**config.mk**
```make
export PLATFORM = sky130hd
export DESIGN_NAME = sar_conv_sequencer
export DESIGN_NICKNAME = d
export VERILOG_FILES = /design/src/rtl/sar_conv_sequencer.sv
export SDC_FILE = /design/constraint.sdc
export NUM_CORES = 1
export LEC_CHECK = 0
export BUFFER_PORTS_ARGS = -buffer_cell sky130_fd_sc_hd__buf_2
export CAP_MARGIN = 20
export CORE_AREA = 2 2 107 109
export CTS_BUF_LIST = sky130_fd_sc_hd__clkbuf_4 sky130_fd_sc_hd__clkbuf_8
export DETAILED_ROUTE_END_ITERATION = 8
export DIE_AREA = 0 0 109 111
export SYNTH_ARGS = -nofsm -noshare
export SYNTH_HDL_FRONTEND = slang
export SYNTH_SLANG_ARGS = --single-unit
```
**constraint.sdc**
```tcl
create_clock -name i_clk -period 7.5 [get_ports i_clk]
set_input_delay 0.75 -clock i_clk [delete_from_list [all_inputs] [get_ports i_clk]]
set_output_delay 0.75 -clock i_clk [all_outputs]
set_load 0.05 [all_outputs]
```
**src/rtl/sar_conv_sequencer.sv**
```systemverilog
// SAR conversion initiator: launches conversions on the controller, captures results into a FIFO.
// Build option SEQ_AVG_EN: each FIFO entry is the truncated mean of 2**AVG_LOG2 captures.
module sar_conv_sequencer #(
  parameter int ADC_RESOLUTION = 10,
  parameter int PERIOD_W       = 16,
  parameter int FIFO_DEPTH     = 4,
  parameter int TIMEOUT_CYCLES = 64,
  parameter int AVG_LOG2       = 2
) (
  input  logic                      i_clk,
  input  logic                      i_rst,
  input  logic                      i_enable,
  input  logic                      i_single,
  input  logic [PERIOD_W-1:0]       i_period,
  output logic                      o_start,
  input  logic                      i_eoc,
  input  logic [ADC_RESOLUTION-1:0] i_a2d,
  output logic [ADC_RESOLUTION-1:0] o_data,
  output logic                      o_valid,
  input  logic                      i_ready,
  output logic                      o_busy,
  output logic                      o_overflow,
  output logic                      o_timeout,
  input  logic                      i_clr_err
);

  // state | meaning
  // IDLE  | no conversion pending
  // ARM   | one-cycle low phase on o_start, period counter restarts
  // CONV  | o_start high, waiting for eoc rise or timeout
  // GAP   | o_start low, waiting for period expiry or return to IDLE
  // CONV owns a dedicated state bit so o_start decodes from a single flop.
  typedef enum logic [2:0] {
    IDLE = 3'b000,
    ARM  = 3'b001,
    GAP  = 3'b010,
    CONV = 3'b100
  } state_t;

  localparam int TW = $clog2(TIMEOUT_CYCLES + 1);
  localparam int AW = $clog2(FIFO_DEPTH);

  state_t                      state, state_nx;
  logic [PERIOD_W-1:0]         pcnt, period_q;
  logic [TW-1:0]               tcnt;
  logic                        eoc_q;
  logic                        eoc_rise, capture, tmo, period_done;
  logic                        push_req, push, pop, full, empty, ovf_ev;
  logic [ADC_RESOLUTION-1:0]   push_data;
  logic [ADC_RESOLUTION-1:0]   mem [FIFO_DEPTH];
  logic [AW:0]                 wr_ptr, rd_ptr;

  assign eoc_rise    = i_eoc & ~eoc_q;
  assign capture     = (state == CONV) && eoc_rise;
  assign tmo         = (state == CONV) && !eoc_rise && (tcnt == TW'(TIMEOUT_CYCLES - 1));
  assign period_done = (period_q == '0) || (pcnt >= period_q - PERIOD_W'(1));

  always_ff @(posedge i_clk) begin
    if (i_rst) state <= IDLE;
    else       state <= state_nx;
  end

  always_comb begin
    state_nx = state;
    case (state)
      IDLE:    if (i_enable || i_single) state_nx = ARM;
      ARM:     state_nx = CONV;
      CONV:    if (capture || tmo) state_nx = GAP;
      GAP:     if (!i_enable) state_nx = IDLE;
               else if (period_done) state_nx = ARM;
      default: state_nx = IDLE;
    endcase
  end

  always_comb begin
    o_start = (state == CONV);
    o_busy  = (state != IDLE);
  end

  always_ff @(posedge i_clk) begin
    if (i_rst) begin
      eoc_q    <= 1'b0;
      pcnt     <= '0;
      period_q <= '0;
      tcnt     <= '0;
    end else begin
      eoc_q <= i_eoc;
      if (state_nx == ARM)  pcnt <= '0;
      else if (pcnt != '1)  pcnt <= pcnt + PERIOD_W'(1);
      if (state == ARM) begin
        period_q <= i_period;
        tcnt     <= '0;
      end else if (state == CONV) begin
        tcnt <= tcnt + TW'(1);
      end
    end
  end

`ifdef SEQ_AVG_EN
  localparam int ACCW = ADC_RESOLUTION + AVG_LOG2;
  logic [ACCW-1:0]     acc, acc_sum;
  logic [AVG_LOG2-1:0] acnt;

  assign acc_sum   = acc + ACCW'(i_a2d);
  assign push_req  = capture && (acnt == '1);
  assign push_data = acc_sum[ACCW-1:AVG_LOG2];

  always_ff @(posedge i_clk) begin
    if (i_rst || state == IDLE) begin
      acc  <= '0;
      acnt <= '0;
    end else if (capture) begin
      if (acnt == '1) begin
        acc  <= '0;
        acnt <= '0;
      end else begin
        acc  <= acc_sum;
        acnt <= acnt + AVG_LOG2'(1);
      end
    end
  end
`else
  logic unused_avg;
  assign unused_avg = ^AVG_LOG2;
  assign push_req   = capture;
  assign push_data  = i_a2d;
`endif

  // Full is judged on current occupancy: a same-cycle pop does not make room.
  assign empty   = (wr_ptr == rd_ptr);
  assign full    = (wr_ptr[AW] != rd_ptr[AW]) && (wr_ptr[AW-1:0] == rd_ptr[AW-1:0]);
  assign push    = push_req && !full;
  assign ovf_ev  = push_req && full;
  assign pop     = !empty && i_ready;
  assign o_valid = !empty;
  assign o_data  = mem[rd_ptr[AW-1:0]];

  always_ff @(posedge i_clk) begin
    if (i_rst) begin
      wr_ptr <= '0;
      rd_ptr <= '0;
      for (int i = 0; i < FIFO_DEPTH; i++) mem[i] <= '0;
    end else begin
      if (push) begin
        mem[wr_ptr[AW-1:0]] <= push_data;
        wr_ptr              <= wr_ptr + (AW+1)'(1);
      end
      if (pop) rd_ptr <= rd_ptr + (AW+1)'(1);
    end
  end

  always_ff @(posedge i_clk) begin
    if (i_rst) begin
      o_overflow <= 1'b0;
      o_timeout  <= 1'b0;
    end else begin
      if (ovf_ev)         o_overflow <= 1'b1;
      else if (i_clr_err) o_overflow <= 1'b0;
      if (tmo)            o_timeout  <= 1'b1;
      else if (i_clr_err) o_timeout  <= 1'b0;
    end
  end

endmodule

```
==> metrics.txt <==
Vias/cell 5.24; adder-cell share of the synthesized area 0.0571; Vias 3,384; Max Freq 269 MHz; launching point of the worst reg2reg path period_q[2]; mux contribution to synthesized area 0.0534; clock sink total 93; Ys Warns 0; overall routing resource usage 0.166; # IOs 48; clk buf depth 2; Rows 39; ANT cells 0; DP HPWL 6.72 mm; First-pass DRT Iterations 4; First DRT Iteration DRCs 113; die span in y 111 um; CP arrival 3.97 ns; largest net degree at the start of global routing 38; WL final 9.51 mm; Worst VDD drop 107 uV; worst-path fanout max 18; fill cell count 1,052; Synthesized Nets 508; hold path depth 2; starting density of the core 0.432; Setup Skew 0.0110 ns; xor and xnor area share after synthesis 0.0660; setup TNS 0 ns; R2R Path End state[0]; largest family of logic cells by synthesized area simple AND/OR/NAND/NOR gates; die width 109 um; CTS tree built; Hold EP tcnt[1]; FF/Latch Area 2260 um^2; cells on worst reg2reg path 11; vias in the first global route 3,230; total CTS buffers 9; EDFF count, synth 40; CP endpoint kind flop; synthesized cell area 4780 um^2; Final #Nets 552; post-synthesis cell count 454; Post-DP Area 5160 um^2; Finished Cell Area 5330 um^2; reg2reg setup slack 3.79 ns; Compound-Gate Fraction of Synth Area 0.109; CTS Hold Buffers Added 0; Crit Path Class reg -> reg; Die ar. 12,100 um^2; LEAKAGE 2.02 nW; Synth Flop Type dfxtp_1; share of flip-flops with an asynchronous set or reset 0; Final min period 3.71 ns; fin. max-slew vios 0; hold_ws 0.483 ns; Slew @ Worst Pin 0.884 ns; nature of the critical path startpoint flop; Multi-input gate area 2410 um^2; RSZ-0062 raised after global routing false; first-pass GRT wire length 15.7 mm; Port Buf Inserts 47; initial antenna violation count 0; Avg Cell Area, Syn 10.5 um^2; post-CTS setup buffer count 0; worst skew pair latency 0.36 ns; Synth Area in Simple Gates 0.216; Max-cap violations 0; Congestion Overflow GR 0; dpl ws 3.76 ns; Core Footprint 11,100 um^2; antenna-violating nets left 0; CTS H-tree lvls 3; worst hold path type reg -> reg; CTS resizes 0; WL per Instance 14.7 um; min-delay src tcnt[1]; final setup violation count 0; Root Buffer clkbuf_8; worst setup margin 3.79 ns; Reg clk slew, reported paths 0.09 ns; share of cells above drive strength 1 0.205; Critical Path RT 7.75 ns; Power Density 208 nW/um^2; synthesis-to-finish area growth 11.6%; Seq cells post-synth 93; routability cong. 0.771; status complete, no violations; DRC 0; Hold Fails Final Rpt 0; Rel. slew slack 0.406; Util after Layout 0.482; final period utilization 0.495; Seq/Total Area, Yosys 0.473; Distinct cells, synth 55
[sequential cells by signal, summed over array words and instances (netlist names), named ones only]
signal	flops
eoc_q	1
period_q	16
o_overflow	1
rd_ptr	3
mem	40
pcnt	16
wr_ptr	3
o_timeout	1
state	3
tcnt	7
[routing by layer]
layer / part of all wire / vias to the layer above / wire, um / GRT usage
li1: - / 1722 / - / -
met1: 0.50 / 1595 / 4760 / 0.236
met2: 0.45 / 59 / 4290 / 0.253
met3: 0.037 / 8 / 349 / 0.0323
met4: 0.011 / 0 / 102 / 0.0530
met5: 0 / - / 0 / 0
[cells in the final DEF, fill, tap and decap left out, drive strengths merged, types with 2 or more instances in the layout]
cell and n:
and3 3, xnor2 19, a2111oi 2, ha 21, inv 9, mux4 10, nor4 6, clkinv 3
buf 52, xor2 17, nand2b 4, and4 2, a211oi 17, clkbuf 10, nor3b 2, o21ai 8
a21oi 33, o21a 2, edfxtp 40, nand4 10, mux2i 3, nor3 7, nand3 11, nor2 30
nand2 54, and2 42, or3b 2, or3 4, nor4b 3, nor2b 4, or2 6, dfxtp 53
[logic make-up (layout without fill, tap and decap cells)]
group | after synthesis | in the layout
AND/OR/NAND/NOR | 194 | 194
XOR/XNOR | 36 | 36
AO/OA/AOI/OAI | 70 | 70
buffers and inverters | 26 | 75
adder cells (fa/ha/maj) | 22 | 22
flip-flops | 93 | 93
multiplexers | 13 | 13
[cell usage after synthesis (4+ instances only)]
cell type	count	area, um^2
nand2_1	54	203
dfxtp_1	53	1060
and2_1	42	263
edfxtp_1	40	1200
a21oi_1	32	160
nor2_1	30	113
ha_1	21	263
xnor2_1	19	166
xor2_1	17	149
clkbuf_1	13	48.8
nand3_1	11	55.1
mux4_2	10	225
nand4_1	10	62.6
a211oi_1	9	67.6
a211oi_2	8	100
nor3_1	7	35.0
o21ai_0	7	35.0
inv_1	6	22.5
nor4_1	6	37.5
or2_2	6	37.5
nor2b_1	4	25.0
or3_1	4	25.0
[where the power goes]
group,switching (mW),internal [mW]
Sequential,0.0205,0.547
Clock,0.187,0.128
Combinational,0.140,0.0894
Total,0.347,0.764
[stage by stage]
stage,cells,total power [mW]
2_1_floorplan,454,0.767
3_3_place_gp,630,0.806
3_5_place_dp,630,0.812
4_1_cts,646,1.12
5_1_grt,646,1.17
6_report,646,1.11
[critical path, cell delays in order, from the launching register on]
cell and delay [ns]:
dfxtp_1 0.36, or3_1 0.44, nor3_1 0.25, nand2b_1 0.18, nor3b_1 0.27, xnor2_1 0.16, ha_1 0.27, nand4_1 0.11
or2_2 0.13, o221ai_1 0.10, or4_1 0.93, a31o_2 0.39
[cell type report]
type,count,share of cell area
Multi-Input combinational cell,335,0.453
Sequential cell,93,0.424
Timing Repair Buffer,52,0.0511
Tap cell,143,0.0335
Clock buffer,10,0.0246
Clock inverter,6,0.00868
Inverter,7,0.00516
[worst max-delay path by stage]
stage / slack, ns / start / depth (start not counted) / endpoint
4_1_cts: 3.75 / period_q[2] / 11 / state[0]
3_5_place_dp: 3.76 / period_q[2] / 11 / state[0]
2_1_floorplan: 4.38 / period_q[2] / 13 / pcnt[14]
6_report: 3.79 / period_q[2] / 11 / state[0]
5_1_grt: 3.48 / period_q[2] / 11 / pcnt[4]
3_3_place_gp: 3.89 / period_q[2] / 11 / state[0]
Power figures use the tool's default switching activity.
